## src/rtl/wb_regfile_sequencer_pkg.sv

```systemverilog
// Shared types and constants for the writeback sequencer and its register scoreboard.
package wb_regfile_sequencer_pkg;

    localparam int NREGS = 16;
    localparam int REGW  = 4;
    localparam int DATAW = 64;

    typedef logic [REGW-1:0]  reg_idx_t;
    typedef logic [DATAW-1:0] reg_data_t;
    typedef logic [NREGS-1:0] reg_vec_t;

    typedef enum logic [0:0] {
        IDLE = 1'b0,
        SPEC = 1'b1
    } wb_seq_state_e;

    // A special dest aliasing the primary dest is dropped: the primary result wins.
    function automatic logic spec_write_needed(input logic     spec_valid,
                                               input reg_idx_t spec_dest,
                                               input reg_idx_t dest);
        return spec_valid && (spec_dest != dest);
    endfunction

    function automatic reg_vec_t reg_onehot(input reg_idx_t idx);
        return reg_vec_t'({{(NREGS-1){1'b0}}, 1'b1}) << idx;
    endfunction

endpackage

```

## src/rtl/wb_regfile_sequencer_reg_scoreboard.sv

```systemverilog
// Register in-use bit vector: set at issue, cleared at write retire, flushed on kill.
module reg_scoreboard
    import wb_regfile_sequencer_pkg::*;
(
    input  logic     clk,
    input  logic     reset_n,
    input  logic     flush_in,
    input  logic     iss_valid_in,
    input  reg_idx_t iss_dest_in,
    input  logic     iss_spec_valid_in,
    input  reg_idx_t iss_spec_dest_in,
    input  logic     clr_valid_in,
    input  reg_idx_t clr_idx_in,
    output logic     iss_conflict_out,
    output reg_vec_t in_use_out
);

    reg_vec_t in_use_q;
    reg_vec_t in_use_d;
    reg_vec_t set_mask_s;
    reg_vec_t clr_mask_s;
    logic     issue_ok_s;

    // Conflict compare and the next in-use vector; set is applied after clear so it wins.
    always_comb begin
        iss_conflict_out = iss_valid_in &
                           (in_use_q[iss_dest_in] |
                            (iss_spec_valid_in & in_use_q[iss_spec_dest_in]));
        issue_ok_s = iss_valid_in & ~iss_conflict_out & ~flush_in;
        set_mask_s = issue_ok_s ?
                     (reg_onehot(iss_dest_in) |
                      (iss_spec_valid_in ? reg_onehot(iss_spec_dest_in) : reg_vec_t'(0))) :
                     reg_vec_t'(0);
        clr_mask_s = clr_valid_in ? reg_onehot(clr_idx_in) : reg_vec_t'(0);
        in_use_d   = flush_in ? reg_vec_t'(0) : ((in_use_q & ~clr_mask_s) | set_mask_s);
    end

    // Scoreboard state register.
    always_ff @(posedge clk or negedge reset_n) begin
        if (!reset_n) begin
            in_use_q <= '0;
        end else begin
            in_use_q <= in_use_d;
        end
    end

    assign in_use_out = in_use_q;

endmodule

```

## src/rtl/wb_regfile_sequencer.sv

```systemverilog
// Sequences writeback packets onto the single regfile write port, splitting
// dual-dest packets over two cycles, and retires scoreboard bits as writes land.
module wb_regfile_sequencer
    import wb_regfile_sequencer_pkg::*;
(
    input  logic             clk,
    input  logic             reset_n,
    input  logic             kill_in,
    input  logic             iss_valid_in,
    input  logic [REGW-1:0]  iss_dest_in,
    input  logic             iss_spec_valid_in,
    input  logic [REGW-1:0]  iss_spec_dest_in,
    output logic             iss_conflict_out,
    input  logic             wb_valid_in,
    output logic             wb_ready_out,
    input  logic [REGW-1:0]  wb_dest_in,
    input  logic [DATAW-1:0] wb_data_in,
    input  logic             wb_spec_valid_in,
    input  logic [REGW-1:0]  wb_spec_dest_in,
    input  logic [DATAW-1:0] wb_spec_data_in,
    output logic             rf_we_out,
    output logic [REGW-1:0]  rf_waddr_out,
    output logic [DATAW-1:0] rf_wdata_out,
    output logic [NREGS-1:0] in_use_out,
    output logic             wb_done_out
);

    wb_seq_state_e state_q, state_d;
    reg_idx_t      spec_dest_q, spec_dest_d;
    reg_data_t     spec_data_q, spec_data_d;
    logic          rf_we_q, rf_we_d;
    reg_idx_t      rf_waddr_q, rf_waddr_d;
    reg_data_t     rf_wdata_q, rf_wdata_d;
    logic          wb_done_q, wb_done_d;
    logic          accept_s;

    assign wb_ready_out = reset_n & (state_q == IDLE) & ~kill_in;
    assign accept_s     = wb_valid_in & wb_ready_out;

    // Next-state and write-port mux; kill overrides everything and suppresses the write.
    always_comb begin
        state_d     = state_q;
        spec_dest_d = spec_dest_q;
        spec_data_d = spec_data_q;
        rf_we_d     = 1'b0;
        rf_waddr_d  = rf_waddr_q;
        rf_wdata_d  = rf_wdata_q;
        wb_done_d   = 1'b0;
        if (kill_in) begin
            state_d = IDLE;
        end else begin
            case (state_q)
                IDLE: begin
                    if (accept_s) begin
                        rf_we_d    = 1'b1;
                        rf_waddr_d = wb_dest_in;
                        rf_wdata_d = wb_data_in;
                        if (spec_write_needed(wb_spec_valid_in, wb_spec_dest_in, wb_dest_in)) begin
                            spec_dest_d = wb_spec_dest_in;
                            spec_data_d = wb_spec_data_in;
                            state_d     = SPEC;
                        end else begin
                            wb_done_d = 1'b1;
                        end
                    end else begin
                        state_d = IDLE;
                    end
                end
                SPEC: begin
                    rf_we_d    = 1'b1;
                    rf_waddr_d = spec_dest_q;
                    rf_wdata_d = spec_data_q;
                    wb_done_d  = 1'b1;
                    state_d    = IDLE;
                end
                default: begin
                    state_d = IDLE;
                end
            endcase
        end
    end

    // FSM state, latched special write and registered write-port outputs.
    always_ff @(posedge clk or negedge reset_n) begin
        if (!reset_n) begin
            state_q     <= IDLE;
            spec_dest_q <= '0;
            spec_data_q <= '0;
            rf_we_q     <= 1'b0;
            rf_waddr_q  <= '0;
            rf_wdata_q  <= '0;
            wb_done_q   <= 1'b0;
        end else begin
            state_q     <= state_d;
            spec_dest_q <= spec_dest_d;
            spec_data_q <= spec_data_d;
            rf_we_q     <= rf_we_d;
            rf_waddr_q  <= rf_waddr_d;
            rf_wdata_q  <= rf_wdata_d;
            wb_done_q   <= wb_done_d;
        end
    end

    assign rf_we_out    = rf_we_q;
    assign rf_waddr_out = rf_waddr_q;
    assign rf_wdata_out = rf_wdata_q;
    assign wb_done_out  = wb_done_q;

    // The bit of a register retires at the same edge its write is registered.
    reg_scoreboard u_reg_scoreboard (
        .clk               (clk),
        .reset_n           (reset_n),
        .flush_in          (kill_in),
        .iss_valid_in      (iss_valid_in),
        .iss_dest_in       (iss_dest_in),
        .iss_spec_valid_in (iss_spec_valid_in),
        .iss_spec_dest_in  (iss_spec_dest_in),
        .clr_valid_in      (rf_we_d),
        .clr_idx_in        (rf_waddr_d),
        .iss_conflict_out  (iss_conflict_out),
        .in_use_out        (in_use_out)
    );

endmodule

```

## config.mk

```make
export PLATFORM = sky130hd
export DESIGN_NAME = wb_regfile_sequencer
export DESIGN_NICKNAME = d
export VERILOG_FILES = /design/src/rtl/wb_regfile_sequencer_pkg.sv /design/src/rtl/wb_regfile_sequencer_reg_scoreboard.sv /design/src/rtl/wb_regfile_sequencer.sv
export SDC_FILE = /design/constraint.sdc
export NUM_CORES = 1
export LEC_CHECK = 0
export ABC_AREA = 1
export BUFFER_PORTS_ARGS = -buffer_cell sky130_fd_sc_hd__buf_2
export CELL_PAD_IN_SITES_DETAIL_PLACEMENT = 1
export CELL_PAD_IN_SITES_GLOBAL_PLACEMENT = 2
export CORE_AREA = 2 2 164 166
export DETAILED_ROUTE_END_ITERATION = 6
export DIE_AREA = 0 0 166 168
export HOLD_SLACK_MARGIN = 0.02
export PLACE_DENSITY = 0.89
export SYNTH_ARGS = -nofsm -noshare
export SYNTH_HDL_FRONTEND = slang
export SYNTH_HIERARCHICAL = 1
export SYNTH_SLANG_ARGS = --single-unit
```

## constraint.sdc

```tcl
create_clock -name clk -period 2.4 [get_ports clk]
set_input_delay 0.12 -clock clk [delete_from_list [all_inputs] [get_ports clk]]
set_output_delay 0.12 -clock clk [all_outputs]
set_load 0.01 [all_outputs]
```

==> impl_metrics.json, run 1 <==
{
  "post_drt_wl_per_cell_um": 17.96,
  "path_class": "reg2out",
  "clk_pin_slew_worst_paths_ns": 0.06,
  "slowest_stage": "buf_4",
  "port_buffers": 238,
  "first_global_vias": 8503,
  "worst_pin_slew_ns": 0.9121,
  "initial_core_util_pct": 28.26,
  "grt_use_total_pct": 20.85,
  "rows": 60,
  "final_antenna_net_count": 0,
  "synthCells": 927,
  "fin_skew_ns": 0.01008,
  "die_w_um": 166,
  "post-route-period-util_pct": 89.59,
  "synthDistinctLibCells": 27,
  "timing.hold.ws_ns": 0.1044,
  "ys_warn_count": 6,
  "cp_top_family": "buffers and inverters",
  "path_cells": "inv_2, buf_4, nand3_1, inv_1, buf_2",
  "cts_sinks": 155,
  "clock_path_buffers": 2,
  "synth_ff_type": "dfrtp_1",
  "drtIter0Drc": 461,
  "htreeDepth": 4,
  "finish.utilization_pct": 40.97,
  "synth_area_leaders": "dfrtp_1 52%, nand2_1 19%, nand4_1 7.1%, a31oi_1 5.4%, nor2_1 3.6%",
  "synth_edf_count": 0,
  "tns_ns": 0,
  "overflow": 0,
  "clk_root_buffer_cell": "clkbuf_16",
  "fp.dieH_um": 168,
  "relSlewSlack_pct": 39.19,
  "grt_max_degree": 157,
  "place_congestion": 0.8522,
  "yosysMostFrequentCell": "nand2_1",
  "post-place-ws_ns": 0.2878,
  "layout_setup_ws_ns": 0.2498,
  "crit_path_start_kind": "flip-flop",
  "synthArstFlopShare_pct": 100.0,
  "place_hpwl_mm": 18.09,
  "postCtsSetupRepairBufs": 0,
  "status": "finished, final reports clean",
  "synth_common_cells": "369 x nand2_1, 155 x dfrtp_1, 85 x nand4_1, 72 x nor2_1, 64 x a31oi_1",
  "nNetsFinal": 1413,
  "syn_area_mm2": 0.007446,
  "cts_tree": "built",
  "grt_pass1_wl_mm": 46.73,
  "seq_area_frac_synth_pct": 52.09,
  "required_ns": 2.28,
  "critPathBufInv": 4,
  "die_area_mm2": 0.02789,
  "period_needed_ns": 2.150,
  "ys_ff_latch": 155,
  "fin_cells": 1621,
  "antenna_found_initial": 3,
  "cts-buffers-inserted": 17,
  "p_per_area_mw_per_mm2": 718.5,
  "drtPass1Iterations": 4,
  "synth_area_leader_cell": "dfrtp_1",
  "pin_count": 239,
  "syn_area_per_cell_um2": 8.032,
  "syn_nets": 1078,
  "power.static_leakage_nw": 5.290,
  "viasPerCell": 4.999,
  "max_freq_mhz": 465.1,
  "place_inst": 1451,
  "worstPathArrival_ns": 2.03,
  "insertion_delay_ns": 0.42,
  "cp_max_fo": 65,
  "maxSlewViolCount": 0,
  "grt_setup_unrepaired": "false",
  "max-vdd-ir-drop_mv": 0.4559,
  "drc": 0,
  "setup_viol": 0,
  "finalHoldViolations": 0,
  "slowest_delay_ns": 0.64,
  "wl_mm": 29.11,
  "drive_gt1_share_pct": 23.61,
  "core_area_mm2": 0.02635,
  "synth_top_area_share_pct": 52.09,
  "hold_class": "in2reg",
  "drv_cap": 0,
  "syn2layout_area_growth_pct": 44.98,
  "num_vias": 8103,
  "worstSetupEndpointType": "output pin"
}
## flip-flops by register name (all words and copies together) (netlist names)
name	cells
rf_waddr_out	4
spec_data_q	64
spec_dest_q	4
rf_wdata_out	64
rf_we_out	1
u_reg_scoreboard/in_use_out	16
state_q	1
wb_done_out	1
## metal layers
metal	GRT usage (%)	vias up	wire, µm
met5	0	-	0
met4	6.767	0	602
met3	4.114	41	1446
met2	35.07	253	14130
met1	27.08	4015	12920
li1	-	3794	-
## kinds of logic after synthesis
family | count (synthesis) | share of synthesized area (%)
AOI/OAI and AO/OA | 121 | 9.763
buffers and inverters | 100 | 6.453
DFF | 155 | 52.09
and+or+nand+nor | 551 | 31.69
## stage by stage
stage	cell area, µm²	total power, mW
floorplan	7446	4.154
global placement	8862	4.780
detailed placement	8862	4.848
CTS	10780	7.797
global route	10790	8.166
finish	10800	7.757
## where the power goes
| group | total, mW | switching (mW) | internal, mW |
|---|---|---|---|
| sequential | 3.39 | 0.290 | 3.10 |
| combinational | 1.63 | 0.930 | 0.697 |
| clock | 2.74 | 1.18 | 1.56 |
## layout by cell type, fill, tap and decap left out, types with 5 or more instances in the layout
| cell type | count |
|---|---|
| a21oi_1 | 16 |
| a31oi_1 | 64 |
| buf_2 | 237 |
| buf_4 | 8 |
| clkbuf_16 | 17 |
| dfrtp_1 | 154 |
| diode_2 | 5 |
| dlygate4sd3_1 | 133 |
| inv_1 | 26 |
| inv_2 | 6 |
| inv_6 | 5 |
| nand2_1 | 368 |
| nand3_1 | 15 |
| nand4_1 | 85 |
| nor2_1 | 72 |
| o21ai_0 | 16 |
| o22ai_1 | 16 |
## cell type report
class | instances | area (µm²)
multi-input combinational | 672 | 3094
tap | 341 | 426.7
inverter | 33 | 123.9
timing repair buffer | 383 | 2669
sequential | 155 | 3880
fill | 3167 | 15550
antenna | 5 | 12.51
clock inverter | 13 | 156.4
clock buffer | 19 | 432.9
## repair_timing
item	in CTS	in global routing
hold endpoints to repair	287	0
gates resized for setup	0	0
hold buffers	133	0
## worst paths after layout
kind | cells after the start | startpoint | end | slack, ns
worst max-delay path | 5 | state_q | wb_ready_out | 0.25
worst min-delay path | 2 | kill_in | u_reg_scoreboard/in_use_out[1] | 0.10
worst max register to register | 7 | state_q | u_reg_scoreboard/in_use_out[2] | 0.40
worst min register to register | 2 | spec_data_q[42] | spec_data_q[42] | 0.47
max in group asynchronous | 3 | reset_n | rf_wdata_out[42] | 1.26
min in group asynchronous | 3 | reset_n | spec_data_q[0] | 0.42
Power figures use the tool's default switching activity.
==> run 2, diff against run 1 <==
--- a/config.mk
+++ b/config.mk
@@ -9,9 +9,9 @@
 export BUFFER_PORTS_ARGS = -buffer_cell sky130_fd_sc_hd__buf_2
 export CELL_PAD_IN_SITES_DETAIL_PLACEMENT = 1
 export CELL_PAD_IN_SITES_GLOBAL_PLACEMENT = 2
-export CORE_AREA = 2 2 164 166
+export CORE_AREA = 2 2 117 232
 export DETAILED_ROUTE_END_ITERATION = 6
-export DIE_AREA = 0 0 166 168
+export DIE_AREA = 0 0 119 234
 export HOLD_SLACK_MARGIN = 0.02
 export PLACE_DENSITY = 0.89
 export SYNTH_ARGS = -nofsm -noshare
==> impl_metrics.json, run 2 (synthesis gave the netlist of run 1 again) <==
{
  "status": "finished, final reports clean",
  "p_per_area_mw_per_mm2": 719.7,
  "pin_count": 239,
  "cts-resized-gates": 0,
  "post-route-period-util_pct": 92.48,
  "power.total_mw": 7.779,
  "cts_sinks": 155,
  "maxSlewViolCount": 0,
  "htreeDepth": 4,
  "tns_ns": 0,
  "drv_cap": 0,
  "cts-buffers-inserted": 17,
  "nNetsFinal": 1421,
  "num_vias": 8267,
  "r2r-start": "state_q",
  "syn2layout_area_growth_pct": 45.17,
  "clk_root_buffer_cell": "clkbuf_16",
  "setup_viol": 0,
  "fp.dieH_um": 234,
  "grt_max_degree": 73,
  "holdBufCountCts": 133,
  "fin_skew_ns": 0.008539,
  "core_area_mm2": 0.02617,
  "drtPass1Iterations": 4,
  "die_area_mm2": 0.02785,
  "hold_end": "u_reg_scoreboard/in_use_out[3]",
  "worstPathArrival_ns": 2.10,
  "grt_use_total_pct": 22.92,
  "final_antenna_net_count": 0,
  "wl_mm": 31.68,
  "period_needed_ns": 2.220,
  "hold_class": "in2reg",
  "max-vdd-ir-drop_mv": 0.4507,
  "overflow": 0,
  "first_global_vias": 9206,
  "place_congestion": 0.9620,
  "final_area_mm2": 0.01081,
  "drc": 0,
  "antenna_found_initial": 5,
  "max_freq_mhz": 450.5,
  "worst_pin_slew_ns": 0.8632,
  "insertion_delay_ns": 0.44,
  "grt_setup_unrepaired": "false",
  "holdPathStages": 2,
  "crit_path_start_kind": "flip-flop",
  "place_inst": 1462,
  "timing.hold.ws_ns": 0.08453,
  "power.static_leakage_nw": 5.315,
  "finish.utilization_pct": 41.30,
  "viasPerCell": 5.066,
  "worstHoldStart": "kill_in",
  "worstSetupEndpointType": "output pin",
  "place_area_mm2": 0.008876,
  "postCtsSetupRepairBufs": 0,
  "rrSetupSlack_ns": 0.30,
  "port_buffers": 238,
  "finalHoldViolations": 0,
  "post_drt_wl_per_cell_um": 19.41,
  "path_class": "reg2out",
  "post-place-ws_ns": 0.2897,
  "layout_common_cells": "368 x nand2_1, 237 x buf_2, 154 x dfrtp_1",
  "initial_core_util_pct": 28.45,
  "drtIter0Drc": 298,
  "required_ns": 2.28,
  "relSlewSlack_pct": 42.45,
  "drive_gt1_share_pct": 24.10,
  "grt_pass1_wl_mm": 49.23,
  "cp_max_fo": 17,
  "cts_tree": "built",
  "clock_path_buffers": 2,
  "final_common_cell": "nand2_1",
  "clk_pin_slew_worst_paths_ns": 0.07,
  "r2r-end": "u_reg_scoreboard/in_use_out[11]",
  "rows": 84,
  "layout_setup_ws_ns": 0.1804,
  "worstRegToRegCells": 7,
  "fin_cells": 1632,
  "die_w_um": 119,
  "place_hpwl_mm": 21.26
}
==> run 2: cell types whose count changed in the layout (fill, tap and decap cells not counted), sizes merged <==
cell	delta
clkbuf	+2
inv	-5
diode	+1
clkinv	+2
buf	+8
==> run 2: critical path, cell delays in order, from the launching register on <==
cell     delay (ns)
dfrtp_1        0.41
inv_1          0.08
o21ai_1        0.28
nand2_1        0.09
nand3_1        0.08
nand2_1        0.06
nand2_1        0.07
nand2_2        0.23
a21oi_2        0.22
buf_2          0.14
==> run 2: worst max path at each step <==
stage,startpoint,endpoint,slack [ns],depth (start not counted)
after global routing,u_reg_scoreboard/in_use_out[0],iss_conflict_out,0.07,9
final,u_reg_scoreboard/in_use_out[0],iss_conflict_out,0.18,9
after floorplan,state_q,u_reg_scoreboard/in_use_out[12],0.66,11
after CTS,u_reg_scoreboard/in_use_out[0],iss_conflict_out,0.18,9
after detailed placement,kill_in,u_reg_scoreboard/in_use_out[11],0.29,8
after global placement,kill_in,u_reg_scoreboard/in_use_out[10],0.39,8
==> run 2: cell type report <==
class                      count  area [µm²]
clock buffer                  21       470.5
antenna                        6       15.01
inverter                      33       123.9
fill                        3185       15360
sequential                   155        3880
timing repair buffer         391        2679
multi-input combinational    672        3094
tap                          344       430.4
clock inverter                10       116.4
==> run 2: metal layers <==
metal | wire length [µm] | GRT usage [%] | vias up
met2 | 17340 | 42.73 | 299
met5 | 0 | 0 | -
met1 | 10880 | 22.07 | 4040
li1 | - | - | 3802
met4 | 2408 | 17.82 | 0
met3 | 1046 | 3.915 | 126
==> run 2: power by group <==
part           switching (mW)  total (mW)  internal [mW]
clock network            1.12        2.72           1.61
registers               0.303        3.40           3.10
logic                   0.960        1.65          0.695
total                    2.38        7.78           5.40
